### src/rtl/call_panel_debounce.sv
// call_panel_debounce: synchronizes and debounces ten call buttons into fixed-width request strobes
// Ports:
//   clk        controller clock
//   rst_n      asynchronous active-low reset
//   key_raw    raw pins [0..3] car 1..4, [4] hall 1 up, [5] 2 up, [6] 2 down, [7] 3 up, [8] 3 down, [9] 4 down
//   kin*       one strobe of PULSE_CYCLES clocks per debounced press
//   last_key   index of the most recently accepted key, 4'hF when none since reset
//   press_cnt  accepted presses modulo 256
module call_panel_debounce #(
    parameter int DEBOUNCE_CYCLES = 4,
    parameter int PULSE_CYCLES = 2,
    parameter bit RAW_ACTIVE_LOW = 1'b1
) (
    input  logic       clk,
    input  logic       rst_n,
    input  logic [9:0] key_raw,
    output logic       kin1,
    output logic       kin2,
    output logic       kin3,
    output logic       kin4,
    output logic       kin1_up,
    output logic       kin2_up,
    output logic       kin2_down,
    output logic       kin3_up,
    output logic       kin3_down,
    output logic       kin4_down,
    output logic [3:0] last_key,
    output logic [7:0] press_cnt
);
    typedef enum logic [2:0] {IDLE, PRESS_CHK, FIRE, HELD, REL_CHK} state_t;

    localparam logic [9:0] REL_LEVEL = {10{RAW_ACTIVE_LOW}};
    localparam logic [7:0] DB = 8'(DEBOUNCE_CYCLES);
    localparam logic [3:0] PW = 4'(PULSE_CYCLES);

    logic [9:0] sync1, sync2, pressed, strobe, acc;
    logic [7:0] add;
    logic [3:0] sel;

    // Synchronizer holds the raw level; it resets to "released" so a key held
    // through reset is seen as a fresh press afterwards.
    always_ff @(posedge clk or negedge rst_n) begin
        if (!rst_n) begin
            sync1 <= REL_LEVEL;
            sync2 <= REL_LEVEL;
        end else begin
            sync1 <= key_raw;
            sync2 <= sync1;
        end
    end

    assign pressed = sync2 ^ REL_LEVEL;

    for (genvar k = 0; k < 10; k++) begin : g_key
        state_t st;
        logic [7:0] dc;
        logic [3:0] pc;
        logic str;
        assign acc[k] = st == PRESS_CHK && pressed[k] && dc == DB;
        assign strobe[k] = str;
        always_ff @(posedge clk or negedge rst_n) begin
            if (!rst_n) begin
                st <= IDLE;
                dc <= '0;
                pc <= '0;
                str <= 1'b0;
            end else begin
                str <= 1'b0;
                case (st)
                    IDLE: if (pressed[k]) begin
                        st <= PRESS_CHK;
                        dc <= 8'd1;
                    end
                    PRESS_CHK: if (!pressed[k]) begin
                        st <= IDLE;
                        dc <= '0;
                    end else if (dc == DB) begin
                        st <= FIRE;
                        dc <= '0;
                        pc <= 4'd1;
                        str <= 1'b1;
                    end else dc <= dc + 8'd1;
                    // The key level is ignored here so a release cannot cut the strobe short.
                    FIRE: if (pc == PW) begin
                        st <= HELD;
                        pc <= '0;
                    end else begin
                        pc <= pc + 4'd1;
                        str <= 1'b1;
                    end
                    HELD: if (!pressed[k]) begin
                        st <= REL_CHK;
                        dc <= 8'd1;
                    end
                    REL_CHK: if (pressed[k]) begin
                        st <= HELD;
                        dc <= '0;
                    end else if (dc == DB) begin
                        st <= IDLE;
                        dc <= '0;
                    end else dc <= dc + 8'd1;
                    default: st <= IDLE;
                endcase
            end
        end
    end

    // Descending scan so the lowest accepted index is the one left in sel.
    always_comb begin
        add = '0;
        sel = 4'hF;
        for (int i = 9; i >= 0; i--) begin
            if (acc[i]) begin
                add = add + 8'd1;
                sel = 4'(i);
            end
        end
    end

    always_ff @(posedge clk or negedge rst_n) begin
        if (!rst_n) begin
            last_key <= 4'hF;
            press_cnt <= '0;
        end else begin
            press_cnt <= press_cnt + add;
            if (|acc) last_key <= sel;
        end
    end

    assign kin1 = strobe[0];
    assign kin2 = strobe[1];
    assign kin3 = strobe[2];
    assign kin4 = strobe[3];
    assign kin1_up = strobe[4];
    assign kin2_up = strobe[5];
    assign kin2_down = strobe[6];
    assign kin3_up = strobe[7];
    assign kin3_down = strobe[8];
    assign kin4_down = strobe[9];
endmodule

### config.mk
export PLATFORM = sky130hd
export DESIGN_NAME = call_panel_debounce
export DESIGN_NICKNAME = d
export VERILOG_FILES = /design/src/rtl/call_panel_debounce.sv
export SDC_FILE = /design/constraint.sdc
export NUM_CORES = 1
export LEC_CHECK = 0
export CORE_ASPECT_RATIO = 1.1
export CORE_MARGIN = 2
export CORE_UTILIZATION = 45
export DETAILED_ROUTE_END_ITERATION = 12
export DONT_BUFFER_PORTS = 1
export PLACE_DENSITY = 0.67
export SETUP_SLACK_MARGIN = 0.5
export SLEW_MARGIN = 20
export SYNTH_ARGS = -nofsm -noshare
export SYNTH_HDL_FRONTEND = slang
export SYNTH_SLANG_ARGS = --single-unit
export TNS_END_PERCENT = 5
### constraint.sdc
create_clock -name clk -period 12.4 [get_ports clk]
set_input_delay 2.48 -clock clk [delete_from_list [all_inputs] [get_ports clk]]
set_output_delay 2.48 -clock clk [all_outputs]
set_load 0.005 [all_outputs]
==> flow_summary_export.csv, run 1 <==
group,metric,value,unit
run_status,status,"finished, final reports clean",
synth,syn_avg_cell_area,8.783,um^2
setup_path,worstRegToRegCells,33,
setup_path,cp-end-kind,"flop",
synth,synthTopCellsByCount,"dfrtp_1, o21ai_0, nor2_1",
cells_and_area,nNetsFinal,1307,
synth,netlist-cell-type-count,70,
synth,yosysWarnings,0,
sta,fin_ws,4598,ps
sta,fmax,0.1282,GHz
cells_and_area,design_area,0.01192,mm^2
drt,drc,0,
setup_path,max_stage_delay,420,ps
synth,synth_top_area_share,37.87,%
clock_network,root_buffer,"clkbuf_16",
floorplan,die_y,168.7,um
clock_network,cts_resized,0,
synth,yosys-top-cells-area,"dfrtp_1, o21ai_0, ha_1",
floorplan,row_count,60,
sta,slew_headroom,40.43,%
sta,period_needed,7802,ps
clock_network,post_cts_buffers,0,
drt,viasPerCell,5.610,
cells_and_area,syn_to_final_growth,7.382,%
cells_and_area,drive_gt1_share,7.034,%
synth,synth_fp_nets,1333,
synth,yosys.area.top_type,"dfrtp_1",
setup_path,crit_fanout,5,
clock_network,cts_sinks,192,
clock_network,holdBufCountCts,0,
global_route,grt_util_all_layers,17.28,%
placement,place_inst,1529,
power,p_per_area,182.9,mW/mm^2
drt,ant_nets,0,
drt,initialDrtViolationCount,451,
power,peakVddDrop,0.09355,mV
synth,mappedNetlistArea,0.01110,mm^2
clock_network,clk_path_buf_depth,2,
synth,async_reset_ff_share,100.0,%
synth,synthAdderAreaFrac,6.492,%
cells_and_area,antenna_cells,0,
setup_path,required,12760,ps
clock_network,worst_skew_pair.late_latency,440,ps
placement,dp_slack,4775,ps
synth,muxShareOfSynthArea,1.059,%
synth,synth-seq-cells,192,
clock_network,cts_buffers,17,
synth,synthCells,1264,
sta,worst_slew_pin_slew,885.9,ps
synth,synth_top_family_by_area,"simple AND/OR/NAND/NOR gates",
floorplan,core,0.02432,mm^2
placement,routabilityCongestion,0.8245,
placement,hpwl,14800,um
global_route,antenna_found_initial,0,
sta,finalClockSkew,10.91,ps
synth,yosys_most_used_dff,"dfrtp_1",
setup_path,slowest_stage,"dfrtp_1",
floorplan,die-area,0.02594,mm^2
synth,ys_seq_area_share,43.55,%
flow_run,cap_violations,0,
placement,io_buffers,0,
power,power,2.180,mW
floorplan,start_util,45.64,%
power,leakage,5.397,nW
floorplan,fp.dieW,153.8,um
synth,synth_edf_count,0,
sta,rsz0062_at_grt,"false",
synth,synth-compound-area-share,17.74,%
sta,final.setup.tns,0,ps
global_route,first_global_vias,8309,
setup_path,cpMostUsedCell,"ha_1",
global_route,grt_max_degree,193,
drt,routed_wl,21630,um
global_route,grt_overflow,0,
placement,place_area,0.01132,mm^2
sta,setup_viol,0,
drt,num_vias,8757,
setup_path,critPathLaunchType,"flop",
synth,yosys.area_share.simple,23.02,%
synth,synth_xor_area_share,4.666,%
synth,synth_most_common_cell,"dfrtp_1",
setup_path,cp_data_arrival_time,8160,ps
sta,slew_violations,0,
worst_hold_path,hold_path_depth,0,
drt,wl_per_cell,13.86,um
clock_network,htreeDepth,4,
drt,drt_pass1_iterations,5,
clock_network,cts_tree,"done",
sta,hold_viol,0,
cells_and_area,final_cells,1561,
global_route,grt_pass1_wl,38120,um
floorplan,io-pin-count,34,
setup_path,path_class,"reg -> reg",
cells_and_area,n_fill_cell,2268,
worst_hold_path,hold_class,"reg -> reg",
clock_network,clk_pin_slew_worst_paths,70,ps
sta,period_share,62.92,%
==> final cells by class <==
| class | instances | area [um^2] | area share, % |
|---|---|---|---|
| multi-input combinational | 972 | 5891 | 49.41 |
| tap | 310 | 387.9 | 3.254 |
| sequential | 192 | 4835 | 40.55 |
| clock inverter | 12 | 157.7 | 1.322 |
| timing repair buffer | 2 | 15.01 | 0.1259 |
| inverter | 53 | 198.9 | 1.669 |
| clock buffer | 20 | 436.7 | 3.663 |
==> layout by cell type, fill, tap and decap left out, types with 4 or more instances in the layout <==
cell type  count
nand4_1       10
xnor2_1       23
a21o_1         9
a31oi_1        9
nand2_1      134
a22oi_1        8
inv_1         52
o32ai_1        4
nor2_1       136
ha_1          56
or3b_2         4
o31ai_1       15
and3b_1        4
xor2_1        26
nand3_1       58
mux2i_1        5
nor3b_1        5
or2_2          9
nand2b_1      28
nor4b_1        5
and2_1         8
or3_1          8
nor3_1        21
o21ai_0      160
clkbuf_16     17
o22ai_1       10
nor2b_1       21
dfrtp_1      168
o21bai_1      10
o21ai_1        5
nand3b_1       6
o21a_1         6
mux2_2         6
nor4_1         8
dfstp_2       24
and3_1        35
a221oi_1       4
a21oi_1       60
==> logic make-up after synthesis <==
| logic type | count (synthesis) |
|---|---|
| compound gates | 332 |
| xor+xnor | 54 |
| fa+ha+maj | 57 |
| buf+inv | 100 |
| flops | 192 |
| mux | 11 |
| other cells | 1 |
| simple gates | 517 |
==> state kept, by name (all words and copies together), names as in the netlist <==
signal     flops
g_key.dc      80
g_key.pc      40
g_key.st      30
kin1           1
kin1_up        1
kin2           1
kin2_down      1
kin2_up        1
kin3           1
kin3_down      1
kin3_up        1
kin4           1
kin4_down      1
last_key       4
press_cnt      8
sync1         10
sync2         10
==> layer usage <==
metal	wire, um	part of all wire (%)	global-route usage [%]
met4	249	1.2	4.747
met5	0	0	0
met2	10350	48	28.87
met1	10250	47	22.98
met3	785	3.6	3.482
==> worst max-delay path, delay by kind of cell (launching register included) <==
family	cells	cell delay, ps
buffers and inverters	3	340
AOI/OAI and AO/OA	8	1320
DFF	1	420
and+or+nand+nor	5	1190
muxes	5	1330
adders and majority gates	9	2550
xor gates and xnor gates	3	570
==> final timing paths <==
check                                                start                    endpoint  slack, ps
worst max-delay path            g_key[8].dc[0]$_DFFE_PN0P_      press_cnt[7]$_DFF_PN0_       4600
worst min-delay path                    sync1[2]$_DFF_PN1_          sync2[2]$_DFF_PN1_        360
worst max register to register  g_key[8].dc[0]$_DFFE_PN0P_      press_cnt[7]$_DFF_PN0_       4600
worst min register to register          sync1[2]$_DFF_PN1_          sync2[2]$_DFF_PN1_        360
max in group asynchronous                            rst_n           kin1_up$_DFF_PN0_      10120
min in group asynchronous                            rst_n  g_key[4].dc[0]$_DFFE_PN0P_       1750
==> metrics by stage <==
stage                     util [%]  hold WS, ps
final                        49.01        356.6
after global routing         49.01        360.6
after CTS                    48.99        358.0
after detailed placement     46.55        346.8
after global placement       46.55        346.2
after floorplan                  -        345.2
==> power breakdown <==
part           switching, mW  total [mW]  internal, mW  leakage [nW]
Combinational          0.372       0.640         0.269          2.62
Clock                  0.244       0.564         0.320         0.287
Sequential             0.203       0.975         0.773          2.49
No activity file was read; power rests on OpenSTA's default activity.
==> run 2: changes to the inputs <==
Settings changed: PLACE_DENSITY 0.67 to 0.69.
Clock period 12.4 ns to 6.49 ns, I/O delays scaled along.
==> flow_summary_export.csv, run 2 (synthesis gave the netlist of run 1 again) <==
group,metric,value,unit
run_status,status,"finished, final reports clean",
sta,period_share,98.53,%
floorplan,start_util,45.64,%
flow_run,cap_violations,0,
floorplan,row_count,60,
cells_and_area,n_fill_cell,2274,
sta,final.setup.tns,0,ps
cells_and_area,top_register,"g_key.dc",
sta,period_needed,6394,ps
cells_and_area,syn_to_final_growth,11.54,%
clock_network,holdBufCountCts,0,
sta,slew_violations,0,
sta,hold_viol,0,
global_route,grt_util_all_layers,16.80,%
clock_network,cts_sinks,192,
global_route,first_global_vias,8208,
clock_network,cts_tree,"done",
drt,routed_wl,21320,um
drt,viasPerCell,5.512,
drt,num_vias,8786,
worst_hold_path,hold_class,"reg -> reg",
setup_path,required,6850,ps
clock_network,root_buffer,"clkbuf_16",
global_route,grt_pass1_wl,36920,um
cells_and_area,largest_reg_flops,80,
setup_path,crit_fanout,4,
cells_and_area,antenna_cells,0,
drt,drc,0,
setup_path,cp-end-kind,"flop",
clock_network,clk_path_buf_depth,2,
global_route,antenna_found_initial,0,
cells_and_area,largestRegisters,"g_key.dc x80, g_key.pc x40, g_key.st x30",
drt,initialDrtViolationCount,374,
sta,timing.hold.ws,355.5,ps
setup_path,path_class,"reg -> reg",
drt,wl_per_cell,13.38,um
power,leakage,5.584,nW
clock_network,htreeDepth,4,
clock_network,worst_skew_pair.late_latency,430,ps
placement,routabilityCongestion,0.8145,
floorplan,io-pin-count,34,
setup_path,slowest_stage,"or4b_4",
sta,fin_ws,95.69,ps
cells_and_area,drive_gt1_share,11.37,%
global_route,grt_max_degree,193,
floorplan,die-area,0.02594,mm^2
placement,io_buffers,0,
setup_path,cp_data_arrival_time,6750,ps
cells_and_area,nNetsFinal,1340,
drt,drt_pass1_iterations,5,
power,p_per_area,346.3,mW/mm^2
floorplan,fp.dieW,153.8,um
setup_path,critPathLaunchType,"flop",
global_route,grt_overflow,0,
sta,fmax,0.1564,GHz
sta,setup_viol,0,
sta,rsz0062_at_grt,"true",
sta,worst_slew_pin_slew,990.3,ps
clock_network,clk_pin_slew_worst_paths,70,ps
setup_path,max_stage_delay,480,ps
floorplan,core,0.02432,mm^2
sta,slew_headroom,33.47,%
floorplan,die_y,168.7,um
cells_and_area,layout_common_cells,"dfrtp_1, o21ai_0, nand2_1, nor2_1, nand3_1",
placement,dp_slack,-43.32,ps
setup_path,cpMostUsedCell,"ha_4",
clock_network,cts_buffers,17,
sta,finalClockSkew,9.478,ps
power,peakVddDrop,0.2053,mV
cells_and_area,final_common_cell,"dfrtp_1",
drt,ant_nets,0,
placement,hpwl,14920,um
[run 2: cell types whose count changed in the layout (fill, tap and decap cells not counted), sizes merged]
cell | previous run | this run
buf | 2 | 35
clkbuf | 20 | 18
bufinv | 3 | 4
clkinvlp | 2 | 3
[run 2: where the power goes]
group          switching [mW]  total (mW)  internal, mW
sequential              0.341        1.82          1.48
clock                   0.480        1.13         0.654
combinational           0.769        1.34         0.568
[run 2: area by class of cell]
| class | count | area (um^2) | area share [%] |
|---|---|---|---|
| Clock buffer | 18 | 429.2 | 3.466 |
| Timing Repair Buffer | 35 | 262.8 | 2.122 |
| Inverter | 53 | 198.9 | 1.607 |
| Tap cell | 310 | 387.9 | 3.132 |
| Clock inverter | 14 | 205.2 | 1.657 |
| Multi-Input combinational cell | 972 | 6065 | 48.97 |
| Sequential cell | 192 | 4835 | 39.04 |
[run 2: critical path, delay by kind of cell, from the launching register on]
family	cells	cell delay [ps]
AO/OA/AOI/OAI	9	1300
XOR/XNOR	2	300
adder cells (fa/ha/maj)	9	1900
buffers and inverters	2	240
flip-flops	1	390
multiplexers	5	1300
AND/OR/NAND/NOR	5	890
[run 2: worst paths after layout]
| path | startpoint | endpoint | slack (ps) | depth (start not counted) |
|---|---|---|---|---|
| setup / recovery | g_key[9].dc[0]$_DFFE_PN0P_ | press_cnt[7]$_DFF_PN0_ | 100 | 32 |
| hold / removal | sync1[6]$_DFF_PN1_ | sync2[6]$_DFF_PN1_ | 360 | 0 |
| setup reg to reg | g_key[9].dc[0]$_DFFE_PN0P_ | press_cnt[7]$_DFF_PN0_ | 100 | 32 |
| hold reg to reg | sync1[6]$_DFF_PN1_ | sync2[6]$_DFF_PN1_ | 360 | 0 |
| max in group asynchronous | rst_n | sync2[7]$_DFF_PN1_ | 5630 | 0 |
| min in group asynchronous | rst_n | g_key[0].dc[4]$_DFFE_PN0P_ | 550 | 0 |
[run 2: metal layers]
metal	global-route usage (%)	up-vias	wire (um)	part of all wire [%]
met3	3.379	16	546	2.6
li1	-	4470	-	-
met2	28.14	80	10140	48
met4	4.787	0	229	1.1
met5	0	-	0	0
met1	22.22	4220	10410	49
[run 2: repair_timing]
item	in CTS	in global routing
gates resized for setup	4	5
pin swaps	6	2
buffers inserted	0	0
setup endpoints to repair	6	7
[run 2: stage by stage]
| stage | power [mW] | cell area (um^2) | utilization (%) | cells |
|---|---|---|---|---|
| final | 4.288 | 12380 | 50.91 | 1594 |
| after global routing | 4.649 | 12380 | 50.91 | 1594 |
| after CTS | 4.337 | 12360 | 50.82 | 1594 |
| after detailed placement | 3.174 | 11720 | 48.16 | 1562 |
| after global placement | 3.116 | 11720 | 48.16 | 1562 |
| after floorplan | 2.828 | 11250 | - | 1264 |
==> run 3: changes to the inputs <==
Settings changed: ABC_AREA set to 1.
==> flow_summary_export.csv, run 3 <==
group,metric,value,unit
run_status,status,"finished, final reports clean",
sta,slew_violations,0,
global_route,grt_pass1_wl,37870,um
clock_network,clk_pin_slew_worst_paths,80,ps
synth,synth_edf_count,0,
floorplan,die-area,0.02589,mm^2
synth,syn_avg_cell_area,7.902,um^2
synth,netlist-cell-type-count,53,
drt,viasPerCell,5.131,
cells_and_area,top_register,"g_key.dc",
setup_path,crit_fanout,5,
floorplan,fp.dieW,153.6,um
cells_and_area,drive_gt1_share,13.43,%
cells_and_area,largest_reg_flops,80,
synth,synth_top_area_share,37.95,%
synth,mappedNetlistArea,0.01108,mm^2
setup_path,required,6850,ps
synth,synthTopCellsByCount,"inv_1, nand2_1, dfrtp_1",
synth,synth-seq-cells,192,
floorplan,row_count,60,
synth,yosys-top-cells-area,"dfrtp_1, inv_1, nand2_1",
cells_and_area,nNetsFinal,1515,
floorplan,die_y,168.6,um
cells_and_area,final_cells,1769,
synth,yosys_most_used_dff,"dfrtp_1",
sta,worst_slew_pin_slew,889.3,ps
synth,synthCells,1402,
cells_and_area,design_area,0.01246,mm^2
cells_and_area,largestRegisters,"g_key.dc x80, g_key.pc x40, g_key.st x30",
sta,fmax,0.1686,GHz
placement,io_buffers,0,
global_route,grt_overflow,0,
setup_path,regToRegStartpoint,"g_key[9].dc[0]$_DFFE_PN0P_",
clock_network,worst_skew_pair.late_latency,440,ps
synth,async_reset_ff_share,100.0,%
drt,drc,0,
placement,place_inst,1711,
sta,period_needed,5931,ps
cells_and_area,n_fill_cell,2225,
drt,routed_wl,21480,um
cells_and_area,syn_to_final_growth,12.47,%
sta,hold_viol,0,
power,p_per_area,379.2,mW/mm^2
drt,num_vias,9076,
floorplan,io-pin-count,34,
clock_network,htreeDepth,4,
flow_run,cap_violations,0,
cells_and_area,final_util,51.22,%
global_route,first_global_vias,8790,
sta,rsz0062_at_grt,"true",
sta,slew_headroom,40.50,%
worst_hold_path,hold_class,"reg -> reg",
sta,fin_ws,559.3,ps
setup_path,cpMostUsedCell,"ha_4",
synth,ys_seq_area_share,43.64,%
setup_path,cp-end-kind,"flop",
clock_network,cts_sinks,192,
global_route,antenna_found_initial,0,
clock_network,holdBufCountCts,0,
cells_and_area,antenna_cells,0,
cells_and_area,layout_common_cells,"inv_1, nand2_1, dfrtp_1",
synth,synth_fp_nets,1471,
power,peakVddDrop,0.1537,mV
setup_path,path_class,"reg -> reg",
synth,yosys.area.top_type,"dfrtp_1",
power,leakage,6.184,nW
drt,wl_per_cell,12.14,um
floorplan,core,0.02432,mm^2
drt,initialDrtViolationCount,548,
floorplan,start_util,45.55,%
clock_network,cts_tree,"done",
drt,ant_nets,0,
placement,dp_slack,71.08,ps
sta,period_share,91.38,%
placement,routabilityCongestion,0.8761,
placement,place_area,0.01150,mm^2
setup_path,critPathLaunchType,"flop",
global_route,grt_util_all_layers,17.13,%
clock_network,cts_buffers,17,
cells_and_area,final_common_cell,"inv_1",
clock_network,clk_path_buf_depth,2,
placement,hpwl,15130,um
setup_path,setup.worst_path.start,"g_key[9].dc[0]$_DFFE_PN0P_",
synth,yosysWarnings,0,
global_route,grt_max_degree,193,
setup_path,slowest_stage,"dfrtp_1",
setup_path,max_stage_delay,420,ps
setup_path,cp_data_arrival_time,6290,ps
worst_hold_path,hold_start,"sync1[4]$_DFF_PN1_",
drt,drt_pass1_iterations,5,
sta,final.setup.tns,0,ps
sta,finalClockSkew,13.69,ps
clock_network,root_buffer,"clkbuf_16",
synth,synth_most_common_cell,"inv_1",
sta,setup_viol,0,
==> run 3: kinds of logic after synthesis <==
logic type	share of synthesized area, %
flip-flops	43.64
adder cells (fa/ha/maj)	6.506
other	0.03385
buffers and inverters	9.724
XOR/XNOR	1.807
AO/OA/AOI/OAI	13.90
AND/OR/NAND/NOR	24.38
==> run 3: through the flow <==
stage,power [mW],hold slack (ps)
CTS,4.746,358.1
global placement,3.556,346.7
finish,4.724,358.0
floorplan,3.200,345.2
global route,5.164,359.2
detailed placement,3.604,346.8
==> run 3: worst paths after layout <==
path / end / slack, ps / cells past startpoint
setup / recovery: press_cnt[7]$_DFF_PN0_ / 560 / 44
min in group asynchronous: g_key[6].st[0]$_DFFE_PN0P_ / 570 / 0
max in group asynchronous: sync1[1]$_DFF_PN1_ / 5600 / 0
setup reg to reg: press_cnt[7]$_DFF_PN0_ / 560 / 44
hold reg to reg: sync2[4]$_DFF_PN1_ / 360 / 0
hold / removal: sync2[4]$_DFF_PN1_ / 360 / 0
==> run 3: final cells by class <==
type / instances / area (um^2) / share of cell area [%]
clock buffers: 17 / 425.4 / 3.414
clock inverters: 15 / 186.4 / 1.496
inverters: 286 / 1076 / 8.636
multi-input cells: 923 / 5354 / 42.97
flip-flops and latches: 192 / 4835 / 38.80
well taps: 310 / 387.9 / 3.113
repair buffers: 26 / 195.2 / 1.567
==> run 3: per-layer routing <==
metal | part of all wire (%) | global-route usage (%) | vias up | wire (um)
li1 | - | - | 4683 | -
met1 | 47 | 22.02 | 4259 | 10150
met3 | 3.0 | 3.405 | 23 | 651
met4 | 1.6 | 5.185 | 0 | 343
met2 | 48 | 29.33 | 111 | 10340
met5 | 0 | 0 | - | 0
==> run 3: power by group <==
part	switching [mW]	leakage [nW]	internal (mW)
registers	0.293	2.46	1.54
clock network	0.531	0.297	0.558
logic	1.17	3.42	0.630
==> run 3: timing repair <==
item                                    in CTS  in global routing
buffers inserted                            16                 10
endpoints found under the setup margin       4                  5
pin swaps                                   33                 28
gates resized for setup                     15                 18
endpoints found under the hold margin        0                  0
==> run 3: critical path: cells and delay by family, from the launching register on <==
| kind | cells | cell delay (ps) |
|---|---|---|
| AND/OR/NAND/NOR | 20 | 1860 |
| buffers and inverters | 6 | 330 |
| XOR/XNOR | 2 | 320 |
| AO/OA/AOI/OAI | 7 | 950 |
| adder cells (fa/ha/maj) | 9 | 1950 |
| flip-flops | 1 | 420 |
